File: config.mk
export PLATFORM = sky130hd
export DESIGN_NAME = serial_adder
export DESIGN_NICKNAME = d
export VERILOG_FILES = /design/src/rtl/serial_adder.sv
export SDC_FILE = /design/constraint.sdc
export NUM_CORES = 1
export LEC_CHECK = 0
export BUFFER_PORTS_ARGS = -buffer_cell sky130_fd_sc_hd__buf_2
export CAP_MARGIN = 10
export CORE_MARGIN = 4
export CORE_UTILIZATION = 50
export CTS_CLUSTER_SIZE = 14
export DETAILED_ROUTE_END_ITERATION = 7
export MAX_ROUTING_LAYER = met4
export PLACE_DENSITY = 0.75
export SETUP_SLACK_MARGIN = 0.02
export SKIP_CTS_REPAIR_TIMING = 1
export SLEW_MARGIN = 5
export SYNTH_ARGS = -nofsm -noshare
export SYNTH_HDL_FRONTEND = slang
export SYNTH_SLANG_ARGS = --single-unit
File: constraint.sdc
create_clock -name hz100 -period 7.7 [get_ports hz100]
set_input_delay 1.54 -clock hz100 [delete_from_list [all_inputs] [get_ports hz100]]
set_output_delay 1.54 -clock hz100 [all_outputs]
set_load 0.03 [all_outputs]
File: src/rtl/serial_adder.sv
// Bit-serial adder: one bit per clock, LSB first, result latched at DONE.
// Optional SERIAL_ADDER_SUB_EN adds a sub port that turns the op into a-b.
module serial_adder #(
    parameter int WIDTH = 8
) (
    input  logic             hz100,
    input  logic             reset,
    input  logic             start,
    input  logic [WIDTH-1:0] a,
    input  logic [WIDTH-1:0] b,
    input  logic             cin,
`ifdef SERIAL_ADDER_SUB_EN
    input  logic             sub,
`endif
    output logic             busy,
    output logic             done,
    output logic [WIDTH-1:0] sum,
    output logic             cout,
    output logic             overflow
);

    localparam int IW = (WIDTH > 1) ? $clog2(WIDTH) : 1;

    typedef enum logic [1:0] {
        IDLE = 2'd0,
        RUN  = 2'd1,
        DONE = 2'd2
    } state_t;

    state_t           state_q;
    logic [IW-1:0]    idx_q;
    logic             c_q;
    logic [WIDTH-1:0] a_q;
    logic [WIDTH-1:0] b_q;
    logic [WIDTH-1:0] res_q;
    logic [WIDTH-1:0] res_d;
    logic [WIDTH-1:0] sum_q;
    logic             cout_q;
    logic             ovf_q;
    logic             busy_q;
    logic             done_q;

    logic             s_d;
    logic             c_d;
    logic             accept;
    logic [WIDTH-1:0] b_cap;
    logic             c_cap;
    logic             last;

    // Subtraction reuses the adder: a + ~b + 1.
`ifdef SERIAL_ADDER_SUB_EN
    assign b_cap = sub ? ~b : b;
    assign c_cap = sub ? 1'b1 : cin;
`else
    assign b_cap = b;
    assign c_cap = cin;
`endif

    assign accept = start && (state_q != RUN);
    assign last   = (idx_q == IW'(WIDTH - 1));
    assign s_d    = a_q[idx_q] ^ b_q[idx_q] ^ c_q;
    assign c_d    = (a_q[idx_q] & b_q[idx_q])
                  | (a_q[idx_q] & c_q)
                  | (b_q[idx_q] & c_q);

    always_comb begin
        res_d        = res_q;
        res_d[idx_q] = s_d;
    end

    always_ff @(posedge hz100 or negedge reset) begin
        if (!reset) begin
            state_q <= IDLE;
            idx_q   <= '0;
            c_q     <= 1'b0;
            a_q     <= '0;
            b_q     <= '0;
            res_q   <= '0;
            sum_q   <= '0;
            cout_q  <= 1'b0;
            ovf_q   <= 1'b0;
            busy_q  <= 1'b0;
            done_q  <= 1'b0;
        end else begin
            done_q <= 1'b0;
            if (accept) begin
                a_q     <= a;
                b_q     <= b_cap;
                c_q     <= c_cap;
                idx_q   <= '0;
                state_q <= RUN;
                busy_q  <= 1'b1;
            end else begin
                unique case (state_q)
                    RUN: begin
                        res_q <= res_d;
                        c_q   <= c_d;
                        if (last) begin
                            sum_q   <= res_d;
                            cout_q  <= c_d;
                            ovf_q   <= c_q ^ c_d;
                            state_q <= DONE;
                            busy_q  <= 1'b0;
                            done_q  <= 1'b1;
                        end else begin
                            idx_q <= idx_q + IW'(1);
                        end
                    end
                    DONE:    state_q <= IDLE;
                    default: state_q <= IDLE;
                endcase
            end
        end
    end

    assign busy     = busy_q;
    assign done     = done_q;
    assign sum      = sum_q;
    assign cout     = cout_q;
    assign overflow = ovf_q;

endmodule
==> summary.md <==
| Metric | Value |
|---|---|
| Critical path required time | `7.90 ns` |
| Pwr/cell area | `451 mW/mm^2` |
| H-tree depth | `2` |
| Outcome | `complete, no violations` |
| Fraction of layout cells with a size suffix above 1 | `17.9%` |
| Gr usage total | `16.1%` |
| Clock-pin slew on the worst setup and hold paths | `0.08 ns` |
| TritonCTS buffer count | `5` |
| Crit Path Category | `reg2reg` |
| Vias | `1,447` |
| Slew margin rel. | `39.1%` |
| 1st-pass router iterations | `4` |
| Synthesized area per cell | `9.50 sq um` |
| Global-route wire length before repair | `6150 microns` |
| Ant diodes | `0` |
| LEAKAGE | `1.08 nW` |
| Ys Warns | `0` |
| Post-detailed-route count of antenna-violating nets | `0` |
| Clock sink count | `42` |
| Root cell of the clock tree | `clkbuf_8` |
| Initial antenna violation count | `0` |
| Core Region | `0.00369 sq mm` |
| Worst Tran Pin Value | `0.913 ns` |
| Cells on worst reg2reg path | `7` |
| Buffers and inverters on the worst path | `0` |
| CP max stage delay | `0.65 ns` |
| Io pins | `32` |
| Max VDD drop | `0.280 mV` |
| Final Hold Viols | `0` |
| Worst setup SP type | `flip-flop` |
| Worst min-delay path class | `reg2reg` |
| Mux contribution to synthesized area | `4.78%` |
| Worst-Skew Late Latency | `0.29 ns` |
| Post-synthesis to final-layout area growth | `14.4%` |
| Clk_skew | `0.00880 ns` |
| Die X | `69.8 microns` |
| Die ar. | `0.00487 sq mm` |
| Synthesized instance count | `201` |
| Most frequent cells in the layout | `nand2_1 (67), dfrtp_1 (42), buf_2 (31), o21ai_0 (26), o31ai_1 (7)` |
| Per-cell routed wire length | `12.8 microns` |
| PnR worst setup slack | `4.66 ns` |
| CTS tree | `yes` |
| Vias in the first global route | `1,391` |
| Final Critical Period | `3.04 ns` |
| Vias/cell | `5.22` |
| Pre-CTS setup slack | `4.66 ns` |
| Period utilisation layout | `39.4%` |
| Synth Area in Compound Gates | `15.2%` |
| DRT Wirelength | `3550 microns` |
| Yosys reg bits | `42` |
| DRC viols | `0` |
| Adder-Cell Fraction of Synth Area | `2.36%` |
| Max Fclk | `329 MHz` |
| Critical Path End Type | `flip-flop` |
| Fin nets | `251` |
| Simple-gate area share of the yosys netlist | `18.7%` |
| Critical Path Stages | `7` |
| Synth cell types | `33` |
| Top delay family on crit path | `compound AO/OA/AOI/OAI gates` |
| # fillers | `352` |
| Final setup violation count | `0` |
| RSZ-0062 raised after global routing | `false` |
| Most common cell after layout, fill and taps aside | `nand2_1` |
| Sequential-to-total area share from yosys stat | `55.0%` |
| RD Place Congestion | `0.754` |
| Setup tns final | `0 ns` |
| Synthesized Nets | `224` |
| Max-cap violation count | `0` |
| Largest net degree at the start of global routing | `43` |
| Num rows | `22` |
| Largest family of logic cells by synthesized area | `simple AND/OR/NAND/NOR gates` |
| Max Slew Vio Count | `0` |
| Synthesized area | `0.00191 sq mm` |
| Post-DP HPWL | `2470 microns` |
| Cell depth of the worst hold path | `2` |
| 1st-iter DRT viols | `91` |
| Slowest cell on crit path | `fa_1` |
| XOR/XNOR Fraction of Synth Area | `0.917%` |
| Critical path peak fanout | `16` |
| CTS Buffer Depth | `2` |
| IO Port Bufs | `31` |
| CP cell instances | `mux2_4, a22o_1, a222oi_1, a21boi_1, fa_1, o31a_1, o21ai_0` |
| Die height | `69.8 microns` |
| Starting density of the core | `51.8%` |
| Arrival time worst endpoint | `3.23 ns` |
| Overflow left after global routing | `0` |
## where the power goes
part | total, mW | internal (mW) | switching, mW
Combinational | 0.426 | 0.164 | 0.262
Sequential | 0.391 | 0.315 | 0.0765
Clock | 0.168 | 0.0970 | 0.0714
Total | 0.986 | 0.576 | 0.410
## per-stage QoR
stage	instances	util (%)	hold slack, ns	power (mW)	instance area (sq um)
after floorplan	201	-	0.440	0.725	1910
after global placement	269	56.3	0.458	0.810	2080
after detailed placement	269	56.3	0.463	0.827	2080
after CTS	277	59.2	0.481	0.997	2180
after global routing	277	59.2	0.496	1.07	2180
final	277	59.2	0.475	0.986	2180
## area by class of cell
| type | instances | area, sq um | share of cell area, % |
|---|---|---|---|
| flip-flops and latches | 42 | 1050 | 48.1 |
| well taps | 48 | 60.1 | 2.75 |
| clock inverters | 1 | 30.0 | 1.37 |
| repair buffers | 31 | 155 | 7.10 |
| clock buffers | 7 | 76.3 | 3.49 |
| inverters | 3 | 11.3 | 0.515 |
| multi-input cells | 145 | 801 | 36.7 |
## synthesized netlist by cell type
| cell | count | area [sq um] |
|---|---|---|
| nand2_1 | 67 | 251 |
| dfrtp_1 | 42 | 1050 |
| o21ai_0 | 26 | 130 |
| clkbuf_1 | 7 | 26.3 |
| o31ai_1 | 7 | 52.6 |
| nor2_1 | 6 | 22.5 |
| a21oi_1 | 5 | 25.0 |
| buf_2 | 4 | 20.0 |
| nand2b_1 | 4 | 25.0 |
| inv_1 | 3 | 11.3 |
| o31a_1 | 3 | 26.3 |
| ha_1 | 2 | 25.0 |
| mux2i_1 | 2 | 20.0 |
| mux4_2 | 2 | 45.0 |
| nand3b_1 | 2 | 15.0 |
| nor2b_1 | 2 | 12.5 |
| a21boi_1 | 1 | 7.51 |
| a21o_1 | 1 | 7.51 |
| a222oi_1 | 1 | 10.0 |
| a22o_1 | 1 | 8.76 |
| a311oi_1 | 1 | 8.76 |
| a31oi_1 | 1 | 6.26 |
| and2_1 | 1 | 6.26 |
| fa_1 | 1 | 20.0 |
| mux2_2 | 1 | 11.3 |
| mux2_4 | 1 | 15.0 |
| nand3_1 | 1 | 5.00 |
| nor3_1 | 1 | 5.00 |
| nor3b_1 | 1 | 7.51 |
| o21a_1 | 1 | 7.51 |
| or3_1 | 1 | 6.26 |
| xnor2_1 | 1 | 8.76 |
| xor2_1 | 1 | 8.76 |
## worst paths after layout
check,slack [ns],startpoint,endpoint
setup / recovery,4.66,idx_q[2]$_DFFE_PN0P_,sum[5]$_DFFE_PN0P_
hold / removal,0.47,sum[3]$_DFFE_PN0P_,sum[3]$_DFFE_PN0P_
setup reg to reg,4.66,idx_q[2]$_DFFE_PN0P_,sum[5]$_DFFE_PN0P_
hold reg to reg,0.47,sum[3]$_DFFE_PN0P_,sum[3]$_DFFE_PN0P_
max in group asynchronous,5.76,reset,sum[7]$_DFFE_PN0P_
min in group asynchronous,1.37,reset,state_q[1]$_DFFE_PN0P_
## tightest hold or removal path, delay by kind of cell, from the launching register on
kind,cells,cell delay [ns]
AOI/OAI and AO/OA,1,0.06
DFF,1,0.34
and+or+nand+nor,1,0.05
## layer usage
| metal | part of all wire [%] | up-vias | GRT usage, % |
|---|---|---|---|
| met5 | 0 | - | - |
| met4 | 2.2 | 0 | 6.38 |
| met3 | 5.7 | 9 | 4.64 |
| met2 | 47 | 35 | 25.1 |
| met1 | 45 | 672 | 19.7 |
| li1 | - | 731 | - |
## sequential cells by signal, summed over array words and instances, names as in the netlist
register  flops
a_q           8
b_q           8
res_q         8
overflow      1
idx_q         3
c_q           1
cout          1
busy          1
done          1
sum           8
state_q       2
## kinds of logic after synthesis
group	count (synthesis)
buffers and inverters	14
XOR/XNOR	2
flip-flops	42
AO/OA/AOI/OAI	48
multiplexers	6
AND/OR/NAND/NOR	86
adder cells (fa/ha/maj)	3
(Power assumes the default switching activity.)
